`src/rtl/fht_pkg.sv`:
```
// Shared FHT loader/unloader definitions: frame geometry, loader FSM
// encodings and the bit-reversal helper.
package fht_pkg;

    localparam int FHT_A_BIT   = 8;
    localparam int N           = 4 << FHT_A_BIT;
    localparam int START_RETRY = 4;

    localparam logic [2:0] ST_LOAD      = 3'd0;
    localparam logic [2:0] ST_FIRE      = 3'd1;
    localparam logic [2:0] ST_KICK      = 3'd2;
    localparam logic [2:0] ST_WAIT_BUSY = 3'd3;
    localparam logic [2:0] ST_WAIT_DONE = 3'd4;

    // Reverse the low w bits of v; result is right-aligned.
    function automatic logic [31:0] bitrev(
        input logic [31:0] v,
        input int          w
    );
        logic [31:0] r;
        r = {<<{v}};
        return r >> (32 - w);
    endfunction

endpackage

```
`src/rtl/fht_bitrev_map.sv`:
```
// Sample index -> {bank, bank address} in bit-reversed order.
// Shared by the input loader and the output unloader.
import fht_pkg::*;

module fht_bitrev_map #(
    parameter int A_BIT = 8
) (
    input  logic [A_BIT+1:0] n,
    output logic [1:0]       bank,
    output logic [A_BIT-1:0] addr
);

    localparam int RW = A_BIT + 2;

    logic [RW-1:0] r;

    assign r    = RW'(bitrev(32'(n), RW));
    assign bank = r[A_BIT+1:A_BIT];
    assign addr = r[A_BIT-1:0];

endmodule

```
`src/rtl/fht_input_loader.sv`:
```
// Streams one FHT frame into the four bank RAMs in bit-reversed order,
// then kicks fht_control and holds off input until the transform ends.
import fht_pkg::*;

module fht_input_loader #(
    parameter int A_BIT = 8,
    parameter int D_BIT = 16
) (
    input  logic             iCLK,
    input  logic             iRESET,
    input  logic [D_BIT-1:0] iDATA,
    input  logic             iVALID,
    output logic             oREADY,
    input  logic             iFHT_RDY,
    output logic             oSTART,
    output logic [A_BIT-1:0] oADDR,
    output logic [D_BIT-1:0] oDATA,
    output logic [3:0]       oWE,
    output logic             oLOAD_OWN,
    output logic             oFRAME_DONE
);

    localparam int NW      = A_BIT + 2;
    localparam int RETRY_W = $clog2(START_RETRY);

    logic [2:0]         state;
    logic [NW-1:0]      n;
    logic [RETRY_W-1:0] retry_cnt;
    logic [1:0]         map_bank;
    logic [A_BIT-1:0]   map_addr;
    logic               accept;
    logic               last;

    fht_bitrev_map #(
        .A_BIT (A_BIT)
    ) u_map (
        .n    (n),
        .bank (map_bank),
        .addr (map_addr)
    );

    assign accept = iVALID & oREADY;
    assign last   = &n;

    always_ff @(posedge iCLK) begin
        if (!iRESET) begin
            state       <= ST_LOAD;
            n           <= '0;
            retry_cnt   <= '0;
            oREADY      <= 1'b0;
            oSTART      <= 1'b0;
            oWE         <= '0;
            oADDR       <= '0;
            oDATA       <= '0;
            oLOAD_OWN   <= 1'b1;
            oFRAME_DONE <= 1'b0;
        end else begin
            oWE         <= '0;
            oSTART      <= 1'b0;
            oFRAME_DONE <= 1'b0;

            if (accept) begin
                oWE   <= 4'b0001 << map_bank;
                oADDR <= map_addr;
                oDATA <= iDATA;
                n     <= n + NW'(1);
            end

            unique case (state)
                ST_LOAD: begin
                    if (accept && last) begin
                        oREADY <= 1'b0;
                        state  <= ST_FIRE;
                    end else begin
                        oREADY <= 1'b1;
                    end
                end
                ST_FIRE: begin
                    oSTART    <= 1'b1;
                    oLOAD_OWN <= 1'b0;
                    state     <= ST_KICK;
                end
                ST_KICK: begin
                    retry_cnt <= RETRY_W'(1);
                    state     <= ST_WAIT_BUSY;
                end
                ST_WAIT_BUSY: begin
                    if (!iFHT_RDY) begin
                        state <= ST_WAIT_DONE;
                    end else if (retry_cnt == RETRY_W'(START_RETRY - 1)) begin
                        // fht_control missed the kick; pulse again
                        oSTART    <= 1'b1;
                        retry_cnt <= '0;
                    end else begin
                        retry_cnt <= retry_cnt + RETRY_W'(1);
                    end
                end
                ST_WAIT_DONE: begin
                    if (iFHT_RDY) begin
                        oFRAME_DONE <= 1'b1;
                        oLOAD_OWN   <= 1'b1;
                        oREADY      <= 1'b1;
                        state       <= ST_LOAD;
                    end
                end
                default: begin
                    state <= ST_LOAD;
                end
            endcase
        end
    end

endmodule

```
`config.mk`:
```
export PLATFORM = sky130hd
export DESIGN_NAME = fht_input_loader
export DESIGN_NICKNAME = d
export VERILOG_FILES = /design/src/rtl/fht_pkg.sv /design/src/rtl/fht_bitrev_map.sv /design/src/rtl/fht_input_loader.sv
export SDC_FILE = /design/constraint.sdc
export NUM_CORES = 1
export LEC_CHECK = 0
export ABC_AREA = 1
export CAP_MARGIN = 30
export CELL_PAD_IN_SITES_DETAIL_PLACEMENT = 2
export CELL_PAD_IN_SITES_GLOBAL_PLACEMENT = 2
export CORE_MARGIN = 2
export CORE_UTILIZATION = 26
export CTS_CLUSTER_DIAMETER = 150
export CTS_CLUSTER_SIZE = 24
export DETAILED_ROUTE_END_ITERATION = 10
export PLACE_DENSITY = 0.79
export SLEW_MARGIN = 20
export SYNTH_ARGS = -nofsm -noshare
export SYNTH_HDL_FRONTEND = slang
export SYNTH_SLANG_ARGS = --single-unit
export TNS_END_PERCENT = 50
```
`constraint.sdc`:
```
create_clock -name iCLK -period 1.4 [get_ports iCLK]
set_input_delay 0.35 -clock iCLK [delete_from_list [all_inputs] [get_ports iCLK]]
set_output_delay 0.35 -clock iCLK [all_outputs]
set_load 0.05 [all_outputs]
```
==> out/qor.csv <==
metric;value;unit
syn_area;1799;um^2
power.share.clock;0.164;
start_util;0.2663;
yosysSeqAreaShare;0.5229;
maxSlewViolCount;0;
switching_share;0.3874;
worstSkewPairLatency;0.30;ns
fmax;739.2;MHz
place_area;2799;um^2
synth.ff_latch_count;47;
final_common_cell;nor2_1;
crit_type;flip-flop to flip-flop;
first_global_vias;1966;
grt.total_usage;0.1561;
clock_skew;0.005617;ns
drc_errors;0;
drt-initial-drc-count;46;
clkTransAtPathRegs;0.09;ns
required;1.59;ns
place_inst;364;
diodes;0;
p_total;4.683;mW
ir_drop;0.5521;mV
synthCells;228;
static-leakage-power;1.143;nW
startpoint;n[0]$_SDFFE_PN0P_;
hold_path.class;input port to flip-flop;
grt_max_degree;17;
pwr-share-comb;0.444;
numCtsBuffers;5;
crit_fanout;4;
synth_top_area_frac;0.5229;
regToRegStartpoint;n[0]$_SDFFE_PN0P_;
setup_viol;0;
vias_per_cell;4.641;
seq_power_share;0.392;
intPower;2.869;mW
worst_slew_pin_slew;0.2221;ns
finalInstanceArea;2892;um^2
antenna_found_initial;0;
io_pins;52;
drtPass1Iterations;2;
ant_nets;0;
grt.overflow.total;0;
yosysWarnings;0;
wl_per_cell;14.40;um
syn_nets;250;
slew_headroom;0.8505;
wl;5327;um
gp_congestion;0.7252;
critPathLaunchType;flip-flop;
clock-sinks;47;
die_y;87.19;um
synthToLayoutAreaGrowth;60.71;%
finalHoldViolCount;0;
rows;30;
synth_top_cell_by_area;dfxtp_1;
layout.nets;313;
maxCapViolCount;0;
dieWidth;87.19;um
cts_root_buf;clkbuf_8;
coreArea;6756;um^2
hold_start;iRESET;
status;complete, no violations;
dpl.hpwl;3970;um
num_vias;1717;
place_ws;-0.2827;ns
post-cts-setup-buffers;0;
power_density;1619;nW/um^2
dieArea;7601;um^2
instances_no_fill;370;
synthTopCellsByArea;dfxtp_1, nor2_1, o21ai_0;
io_buffers;51;
worst_slack;0.04724;ns
worst_setup_path_end_kind;flip-flop;
clockBufferDepth;2;
period_needed;1.353;ns
synth_cell_type_count;26;
tritoncts;done;
htreeDepth;2;
final_cell_mix;nor2_1, dfxtp_1, buf_12;
fin_crit_sh;0.9663;
syn_avg_cell_area;7.891;um^2
switching_power;1.814;mW
rsz0062_at_grt;true;
grt_first_pass_wirelength;9280;um
setup_tns;0;ns
drive_gt1_frac;0.2310;
worst_ep_arrival_time;1.54;ns
synthesized netlist by cell type:
| cell type | number |
|---|---|
| ha_1 | 2 |
| nand4_1 | 4 |
| inv_2 | 1 |
| buf_2 | 3 |
| nand2_2 | 2 |
| nor2_1 | 53 |
| clkbuf_2 | 1 |
| dfxtp_1 | 47 |
| clkbuf_1 | 3 |
| or2_2 | 1 |
| nand3_1 | 9 |
| a211oi_1 | 3 |
| nand3_2 | 1 |
| nand2_4 | 1 |
| buf_4 | 1 |
| nor3_1 | 4 |
| a21oi_1 | 16 |
| inv_1 | 21 |
| nand2_1 | 19 |
| nor2_4 | 2 |
| nor4_1 | 1 |
| o21ai_0 | 27 |
| xor2_1 | 1 |
| nor2_2 | 2 |
| a31oi_1 | 2 |
| buf_6 | 1 |
routing by layer:
layer | GRT usage | up-vias | part of all wire
met2 | 0.2915 | 32 | 0.53
met4 | 0.04476 | 0 | 0.015
li1 | - | 863 | -
met5 | 0 | - | 0
met1 | 0.1755 | 816 | 0.42
met3 | 0.03602 | 6 | 0.033
area by class of cell:
| cell class | instances | area, um^2 |
|---|---|---|
| Sequential cell | 47 | 944.7 |
| Fill cell | 750 | 3865 |
| Timing Repair Buffer | 65 | 953.4 |
| Inverter | 22 | 82.58 |
| Tap cell | 80 | 100.1 |
| Clock buffer | 6 | 72.57 |
| Multi-Input combinational cell | 150 | 738.2 |
cells by family after synthesis:
kind of cell               Yosys count  synth area share
DFF                                 47            0.5229
adders and majority gates            2           0.01391
xor gates and xnor gates             1          0.004869
and+or+nand+nor                     99            0.2455
buffers and inverters               31           0.07371
AOI/OAI and AO/OA                   48            0.1391
worst max-delay path, cell delays in order (launching register included):
cell	delay, ns
dfxtp_2	0.36
ha_2	0.20
inv_1	0.08
nor2_4	0.16
nand2_1	0.09
nor2_2	0.13
xor2_1	0.16
nor2_1	0.06
path summary, 6_finish.rpt:
path                                         endpoint  slack [ns]  depth (start not counted)
worst min register to register  oADDR[3]$_SDFFE_PN0P_        0.47                          2
worst min-delay path            oDATA[6]$_SDFFE_PN0P_        0.39                          3
worst max register to register      n[8]$_SDFFE_PN0P_        0.05                          7
worst max-delay path                n[8]$_SDFFE_PN0P_        0.05                          7
registers in the layout (all words and copies together), names as in the netlist:
name,count
retry_cnt,2
oWE,4
n,10
oADDR,8
oREADY,1
oLOAD_OWN,1
oFRAME_DONE,1
state,3
oDATA,16
oSTART,1
repair_timing:
action | in CTS | in global routing
pin swaps | 0 | 1
gates resized for setup | 4 | 5
endpoints found under the setup margin | 3 | 8
hold buffers | 0 | 0
hold endpoints to repair | 0 | 0
metrics by stage:
step	hold WS, ns	utilization
global placement	0.4513	0.4143
global route	0.3971	0.4280
detailed placement	0.4588	0.4143
floorplan	0.4360	-
finish	0.3852	0.4280
CTS	0.4728	0.4267
power by group through the flow:
stage	sequential [mW]	combinational, mW	clock, mW
CTS	1.84	2.10	0.811
detailed placement	1.86	2.08	0
global route	1.88	2.23	0.866
floorplan	2.35	0.489	0
global placement	1.85	2.03	0
finish	1.84	2.08	0.770
Power figures use the tool's default switching activity.
